`config.mk`:
```
export PLATFORM = sky130hd
export DESIGN_NAME = multicycle_main_control
export DESIGN_NICKNAME = d
export VERILOG_FILES = /design/src/rtl/multicycle_main_control.sv
export SDC_FILE = /design/constraint.sdc
export NUM_CORES = 1
export LEC_CHECK = 0
export CELL_PAD_IN_SITES_DETAIL_PLACEMENT = 1
export CELL_PAD_IN_SITES_GLOBAL_PLACEMENT = 1
export CORE_ASPECT_RATIO = 1.2
export CORE_MARGIN = 3
export CORE_UTILIZATION = 33
export CTS_BUF_LIST = sky130_fd_sc_hd__clkbuf_4 sky130_fd_sc_hd__clkbuf_8
export CTS_CLUSTER_DIAMETER = 80
export DETAILED_ROUTE_END_ITERATION = 10
export GPL_ROUTABILITY_DRIVEN = 0
export PLACE_DENSITY_LB_ADDON = 0.1
export SLEW_MARGIN = 25
export SYNTH_ARGS = -nofsm -noshare
export SYNTH_HDL_FRONTEND = slang
export SYNTH_SLANG_ARGS = --single-unit
```
`constraint.sdc`:
```
create_clock -name clk_i -period 2.15 [get_ports clk_i]
set_input_delay 0.43 -clock clk_i [delete_from_list [all_inputs] [get_ports clk_i]]
set_output_delay 0.43 -clock clk_i [all_outputs]
set_load 0.05 [all_outputs]
```
`src/rtl/multicycle_main_control.sv`:
```
// multicycle_main_control
// Main control FSM of the multicycle datapath. It decodes the 6-bit opcode
// held in the instruction register, sequences fetch / decode / execute /
// memory / writeback, and drives every datapath enable and mux select,
// including the 3-bit ALUOP code consumed by the ALU control decoder.
// Memory states stall until mem_ready_i. A saturating wait counter raises a
// sticky mem_timeout_o flag after WAIT_LIMIT consecutive stall cycles.
// Unknown opcodes pulse illegal_op_o for the DECODE cycle and restart fetch.
//
// Ports
//   clk_i          rising-edge clock
//   rst_n_i        synchronous active-low reset
//   opcode_i       IR[31:26], sampled in DECODE only
//   mem_ready_i    memory completes the access this cycle
//   PCWrite_o      unconditional PC load
//   PCWriteCond_o  PC load if ALU zero
//   IorD_o         0 = PC address, 1 = ALUOut address
//   MemRead_o      memory read request
//   MemWrite_o     memory write request
//   IRWrite_o      IR load
//   MemtoReg_o     1 = MDR to register file
//   RegDst_o       1 = rd, 0 = rt
//   RegWrite_o     register-file write
//   ALUSrcA_o      0 = PC, 1 = reg A
//   ALUSrcB_o      00 reg B, 01 const 4, 10 ext imm, 11 sext imm << 2
//   ZeroExt_o      1 = zero-extend immediate (andi/ori)
//   PCSource_o     00 ALU result, 01 ALUOut, 10 jump target
//   ALUOP_o        000 none, 100 add, 111 sub, 101 and, 110 or, 010 R-type
//   illegal_op_o   one-cycle pulse on unknown opcode
//   mem_timeout_o  sticky memory timeout flag
//   state_o        current state, for debug
module multicycle_main_control #(
    parameter int WAIT_LIMIT = 255
) (
    input  logic       clk_i,
    input  logic       rst_n_i,
    input  logic [5:0] opcode_i,
    input  logic       mem_ready_i,
    output logic       PCWrite_o,
    output logic       PCWriteCond_o,
    output logic       IorD_o,
    output logic       MemRead_o,
    output logic       MemWrite_o,
    output logic       IRWrite_o,
    output logic       MemtoReg_o,
    output logic       RegDst_o,
    output logic       RegWrite_o,
    output logic       ALUSrcA_o,
    output logic [1:0] ALUSrcB_o,
    output logic       ZeroExt_o,
    output logic [1:0] PCSource_o,
    output logic [2:0] ALUOP_o,
    output logic       illegal_op_o,
    output logic       mem_timeout_o,
    output logic [3:0] state_o
);

    typedef enum logic [3:0] {
        S_IDLE      = 4'd0,
        S_FETCH     = 4'd1,
        S_DECODE    = 4'd2,
        S_MEM_ADDR  = 4'd3,
        S_MEM_READ  = 4'd4,
        S_MEM_WB    = 4'd5,
        S_MEM_WRITE = 4'd6,
        S_R_EXEC    = 4'd7,
        S_R_WB      = 4'd8,
        S_BRANCH    = 4'd9,
        S_JUMP      = 4'd10,
        S_ADDI_EXEC = 4'd11,
        S_ANDI_EXEC = 4'd12,
        S_ORI_EXEC  = 4'd13,
        S_IMM_WB    = 4'd14
    } state_t;

    localparam logic [5:0] OP_RTYPE = 6'b000000;
    localparam logic [5:0] OP_J     = 6'b000010;
    localparam logic [5:0] OP_BEQ   = 6'b000100;
    localparam logic [5:0] OP_ADDI  = 6'b001000;
    localparam logic [5:0] OP_ANDI  = 6'b001100;
    localparam logic [5:0] OP_ORI   = 6'b001101;
    localparam logic [5:0] OP_LW    = 6'b100011;
    localparam logic [5:0] OP_SW    = 6'b101011;

    localparam logic [2:0] ALU_NONE = 3'b000;
    localparam logic [2:0] ALU_ADD  = 3'b100;
    localparam logic [2:0] ALU_SUB  = 3'b111;
    localparam logic [2:0] ALU_AND  = 3'b101;
    localparam logic [2:0] ALU_OR   = 3'b110;
    localparam logic [2:0] ALU_RTYP = 3'b010;

    localparam logic [7:0] WAIT_LIMIT_C = 8'(WAIT_LIMIT);

    state_t     state_q, state_d;
    logic [7:0] wait_cnt_q, wait_cnt_d;
    logic       mem_timeout_q, mem_timeout_d;
    // Remembers lw vs sw past DECODE, since opcode_i is only valid there.
    logic       is_sw_q, is_sw_d;
    logic       stall_s;

    // State, wait counter, timeout flag and store marker registers.
    always_ff @(posedge clk_i) begin
        if (!rst_n_i) begin
            state_q       <= S_IDLE;
            wait_cnt_q    <= 8'd0;
            mem_timeout_q <= 1'b0;
            is_sw_q       <= 1'b0;
        end else begin
            state_q       <= state_d;
            wait_cnt_q    <= wait_cnt_d;
            mem_timeout_q <= mem_timeout_d;
            is_sw_q       <= is_sw_d;
        end
    end

    // Next-state decode, including opcode dispatch in DECODE.
    always_comb begin
        state_d = state_q;
        is_sw_d = is_sw_q;
        case (state_q)
            S_IDLE:      state_d = S_FETCH;
            S_FETCH: begin
                if (mem_ready_i) state_d = S_DECODE;
                else             state_d = S_FETCH;
            end
            S_DECODE: begin
                is_sw_d = (opcode_i == OP_SW);
                case (opcode_i)
                    OP_LW, OP_SW: state_d = S_MEM_ADDR;
                    OP_RTYPE:     state_d = S_R_EXEC;
                    OP_BEQ:       state_d = S_BRANCH;
                    OP_J:         state_d = S_JUMP;
                    OP_ADDI:      state_d = S_ADDI_EXEC;
                    OP_ANDI:      state_d = S_ANDI_EXEC;
                    OP_ORI:       state_d = S_ORI_EXEC;
                    default:      state_d = S_FETCH;
                endcase
            end
            S_MEM_ADDR: begin
                if (is_sw_q) state_d = S_MEM_WRITE;
                else         state_d = S_MEM_READ;
            end
            S_MEM_READ: begin
                if (mem_ready_i) state_d = S_MEM_WB;
                else             state_d = S_MEM_READ;
            end
            S_MEM_WRITE: begin
                if (mem_ready_i) state_d = S_FETCH;
                else             state_d = S_MEM_WRITE;
            end
            S_R_EXEC:    state_d = S_R_WB;
            S_ADDI_EXEC,
            S_ANDI_EXEC,
            S_ORI_EXEC:  state_d = S_IMM_WB;
            S_MEM_WB,
            S_R_WB,
            S_BRANCH,
            S_JUMP,
            S_IMM_WB:    state_d = S_FETCH;
            default:     state_d = S_IDLE;
        endcase
    end

    // Saturating stall counter; the timeout flag is sticky until reset.
    always_comb begin
        stall_s = ((state_q == S_FETCH) || (state_q == S_MEM_READ) ||
                   (state_q == S_MEM_WRITE)) && !mem_ready_i;
        if (stall_s) begin
            if (wait_cnt_q >= WAIT_LIMIT_C) wait_cnt_d = WAIT_LIMIT_C;
            else                            wait_cnt_d = wait_cnt_q + 8'd1;
        end else begin
            wait_cnt_d = 8'd0;
        end
        if (stall_s && (wait_cnt_d == WAIT_LIMIT_C)) mem_timeout_d = 1'b1;
        else                                         mem_timeout_d = mem_timeout_q;
    end

    // Moore output decode; FETCH qualifies IRWrite/PCWrite with mem_ready.
    always_comb begin
        PCWrite_o     = 1'b0;
        PCWriteCond_o = 1'b0;
        IorD_o        = 1'b0;
        MemRead_o     = 1'b0;
        MemWrite_o    = 1'b0;
        IRWrite_o     = 1'b0;
        MemtoReg_o    = 1'b0;
        RegDst_o      = 1'b0;
        RegWrite_o    = 1'b0;
        ALUSrcA_o     = 1'b0;
        ALUSrcB_o     = 2'b00;
        ZeroExt_o     = 1'b0;
        PCSource_o    = 2'b00;
        ALUOP_o       = ALU_NONE;
        illegal_op_o  = 1'b0;
        case (state_q)
            S_FETCH: begin
                MemRead_o = 1'b1;
                ALUSrcB_o = 2'b01;
                ALUOP_o   = ALU_ADD;
                IRWrite_o = mem_ready_i;
                PCWrite_o = mem_ready_i;
            end
            S_DECODE: begin
                ALUSrcB_o = 2'b11;
                ALUOP_o   = ALU_ADD;
                case (opcode_i)
                    OP_LW, OP_SW, OP_RTYPE, OP_BEQ, OP_J,
                    OP_ADDI, OP_ANDI, OP_ORI: illegal_op_o = 1'b0;
                    default:                  illegal_op_o = 1'b1;
                endcase
            end
            S_MEM_ADDR, S_ADDI_EXEC: begin
                ALUSrcA_o = 1'b1;
                ALUSrcB_o = 2'b10;
                ALUOP_o   = ALU_ADD;
            end
            S_MEM_READ: begin
                MemRead_o = 1'b1;
                IorD_o    = 1'b1;
            end
            S_MEM_WB: begin
                RegWrite_o = 1'b1;
                MemtoReg_o = 1'b1;
            end
            S_MEM_WRITE: begin
                MemWrite_o = 1'b1;
                IorD_o     = 1'b1;
            end
            S_R_EXEC: begin
                ALUSrcA_o = 1'b1;
                ALUOP_o   = ALU_RTYP;
            end
            S_R_WB: begin
                RegWrite_o = 1'b1;
                RegDst_o   = 1'b1;
            end
            S_BRANCH: begin
                ALUSrcA_o     = 1'b1;
                ALUOP_o       = ALU_SUB;
                PCWriteCond_o = 1'b1;
                PCSource_o    = 2'b01;
            end
            S_JUMP: begin
                PCWrite_o  = 1'b1;
                PCSource_o = 2'b10;
            end
            S_ANDI_EXEC: begin
                ALUSrcA_o = 1'b1;
                ALUSrcB_o = 2'b10;
                ZeroExt_o = 1'b1;
                ALUOP_o   = ALU_AND;
            end
            S_ORI_EXEC: begin
                ALUSrcA_o = 1'b1;
                ALUSrcB_o = 2'b10;
                ZeroExt_o = 1'b1;
                ALUOP_o   = ALU_OR;
            end
            S_IMM_WB: begin
                RegWrite_o = 1'b1;
            end
            default: begin
                ALUOP_o = ALU_NONE;
            end
        endcase
    end

    assign mem_timeout_o = mem_timeout_q;
    assign state_o       = state_q;

endmodule

```
==> results of run 1 <==
-- cell type report --
class / instances / area, um2 / area share, %
Clock buffer: 4 / 36.3 / 1.93
Inverter: 5 / 18.8 / 0.998
Multi-Input combinational cell: 117 / 828 / 44.0
Sequential cell: 14 / 288 / 15.3
Tap cell: 34 / 42.5 / 2.26
Timing Repair Buffer: 55 / 667 / 35.5
-- worst paths after layout --
path / cells after the start / slack (ps) / from / end
setup / recovery: 6 / 40 / opcode_i[5] / illegal_op_o
hold / removal: 2 / 470 / mem_timeout_o / mem_timeout_o
setup reg to reg: 5 / 350 / wait_cnt_q[0] / mem_timeout_o
hold reg to reg: 2 / 470 / mem_timeout_o / mem_timeout_o
-- where the power goes --
part,switching [W],internal (W)
registers,0.0000111,0.000263
logic,0.000138,0.000112
clock network,0.0000893,0.000103
total,0.000238,0.000478
-- timing repair --
action / in CTS / in global routing
pin swaps: 2 / 3
setup endpoints to repair: 1 / 2
setup buffers: 0 / 3
resized for setup: 17 / 7
-- registers in the layout, indices dropped and copies added (netlist names) --
signal         flops
mem_timeout_o      1
wait_cnt_q         8
is_sw_q            1
state_o            4
-- routing by layer --
| layer | track usage (%) | vias up | wire [um] |
|---|---|---|---|
| met5 | 0 | - | 0 |
| li1 | - | 625 | - |
| met4 | 8.70 | 0 | 59 |
| met2 | 43.5 | 26 | 2400 |
| met1 | 21.2 | 633 | 1430 |
| met3 | 2.45 | 6 | 105 |
-- metrics by stage --
stage / std cells / setup WS [ps] / total power [W]
after floorplan: 144 / 51.9 / 0.000401
after global placement: 222 / -260 / 0.000517
after detailed placement: 222 / -437 / 0.000524
after CTS: 226 / 14.5 / 0.000711
after global routing: 229 / 3.99 / 0.000747
final: 229 / 36.0 / 0.000716
-- worst max-delay path, stage by stage --
cell and delay (ps):
buf_6 90, or4_4 540, a211oi_4 270, buf_4 160, nor3b_4 40, buf_6 150
-- synth_stat cells, types with 2 or more instances --
library cell	instances
nor2_1	21
dfxtp_1	14
nand2_1	10
nand2b_1	9
nor3_1	9
a21oi_1	8
o21ai_0	8
clkbuf_1	6
nor2b_1	6
inv_1	5
nand3_1	4
a31oi_1	3
o22ai_1	3
a21boi_0	2
nand4_1	2
nor4_1	2
o21ai_1	2
o21bai_1	2
or4_1	2
xnor2_1	2
-- cell families (layout without fill, tap and decap cells) --
family          count (synthesis)  after routing  synth area share (%)
xor+xnor                        2              2                  1.67
flops                          14             14                  26.7
simple gates                   74             74                  37.3
buf+inv                        13             64                  5.71
compound gates                 40             40                  27.5
fa+ha+maj                       1              1                  1.19
==> impl_metrics.py, run 1 <==
metrics = {
    "power_and_ir_drop": {
        "leakagePower_nw": 0.706,
        "p_per_area_nw_per_um2": 381,
        "max-vdd-ir-drop_v": 0.000376,
    },
    "floorplanning": {
        "die_w_um": 57.5,
        "num_rows": 21,
        "die_h_um": 67.8,
        "coreArea_um2": 2920,
        "start_util_pct": 36.0,
        "dieArea_um2": 3900,
        "ios": 33,
    },
    "sta": {
        "max_slew_margin_pct": 67.0,
        "rsz0062_at_grt": "false",
        "max_freq_mhz": 473,
        "worst_pin_slew_ps": 494,
        "period_needed_ps": 2110,
        "fin_skew_ps": 0.843,
        "tns_ps": 0,
        "drv_slew": 0,
        "setup_viol": 0,
        "fin_crit_sh_pct": 98.3,
        "timing.hold.ws_ps": 473,
        "hold_violations": 0,
    },
    "detailed_routing": {
        "dr_total_vias": 1290,
        "wl_per_cell_um": 17.5,
        "ant_nets": 0,
        "drc": 0,
        "drt_first_iter_violations": 37,
        "viasPerCell": 5.63,
        "drt_first_pass_iters": 4,
        "routed_wl_um": 4000,
    },
    "yosys": {
        "yosysWarnings": 0,
        "avgSynthCellArea_um2": 7.30,
        "synth_edf_count": 0,
        "yosys-top-cells-area": "dfxtp_1, nor2_1, nand2b_1",
        "async_reset_ff_share_pct": 0,
        "netlist.top_cell.by_area": "dfxtp_1",
        "netlist.area_leader.share_pct": 26.7,
        "syn_area_um2": 1050,
        "synthFlopType": "dfxtp_1",
        "ys_seq_elements": 14,
        "ys_seq_area_share_pct": 26.7,
        "synth_cells": 144,
        "ys_types": 44,
        "syn-num-nets": 154,
    },
    "place": {
        "hpwl_um": 3200,
        "post_dp_cell_area_um2": 1790,
        "io_buffers": 32,
    },
    "cells_and_area": {
        "area_growth_pct": 78.9,
        "final_cell_mix": "buf_4, buf_12, nor2_1, nand2_1, dfxtp_1",
        "final_common_cell": "buf_4",
        "n_antenna_cell": 0,
        "fin_nets": 206,
        "final_core_util_pct": 64.5,
        "drive_above_1_share_pct": 42.6,
        "fillers": 334,
        "fin_area_um2": 1880,
    },
    "outcome": {
        "outcome": "finished, final reports clean",
    },
    "critical_path": {
        "path_class": "input port to primary output",
        "endpoint_kind": "primary output",
        "worstPathRequired_ps": 1720,
        "worstPathMaxFanout": 2,
        "critPathLaunchType": "input port",
        "cp.arrival_ps": 1680,
    },
    "grt": {
        "grt_max_degree": 19,
        "grtUsageTotal_pct": 21.2,
        "grt_overflow": 0,
        "grt_first_pass_wirelength_um": 6530,
        "grt_pass1_vias": 1437,
        "antenna_found_initial": 0,
    },
    "cts": {
        "cts_hold_buf": 0,
        "clkSlewWorstSetupHoldPaths_ps": 90,
        "cts_tree": "done",
        "clkSinkCount": 14,
        "h-tree-depth": 1,
        "numCtsBuffers": 3,
        "insertion_delay_ps": 280,
        "clockBufferDepth": 2,
        "ctsRootBufferMaster": "clkbuf_4",
    },
    "worst_hold_path": {
        "hold_class": "register to register",
    },
    "run": {
        "drv_cap": 0,
    },
}
Note: power is estimated with default switching activity, not from simulation.
==> run 2, diff against run 1 <==
--- a/config.mk
+++ b/config.mk
@@ -12,8 +12,10 @@
 export CORE_UTILIZATION = 33
 export CTS_BUF_LIST = sky130_fd_sc_hd__clkbuf_4 sky130_fd_sc_hd__clkbuf_8
 export CTS_CLUSTER_DIAMETER = 80
+export CTS_CLUSTER_SIZE = 14
 export DETAILED_ROUTE_END_ITERATION = 10
 export GPL_ROUTABILITY_DRIVEN = 0
+export HOLD_SLACK_MARGIN = 0.03
 export PLACE_DENSITY_LB_ADDON = 0.1
 export SLEW_MARGIN = 25
 export SYNTH_ARGS = -nofsm -noshare
==> results of run 2 <==
The final DEF is identical to that of run 1; final timing and power are the same.
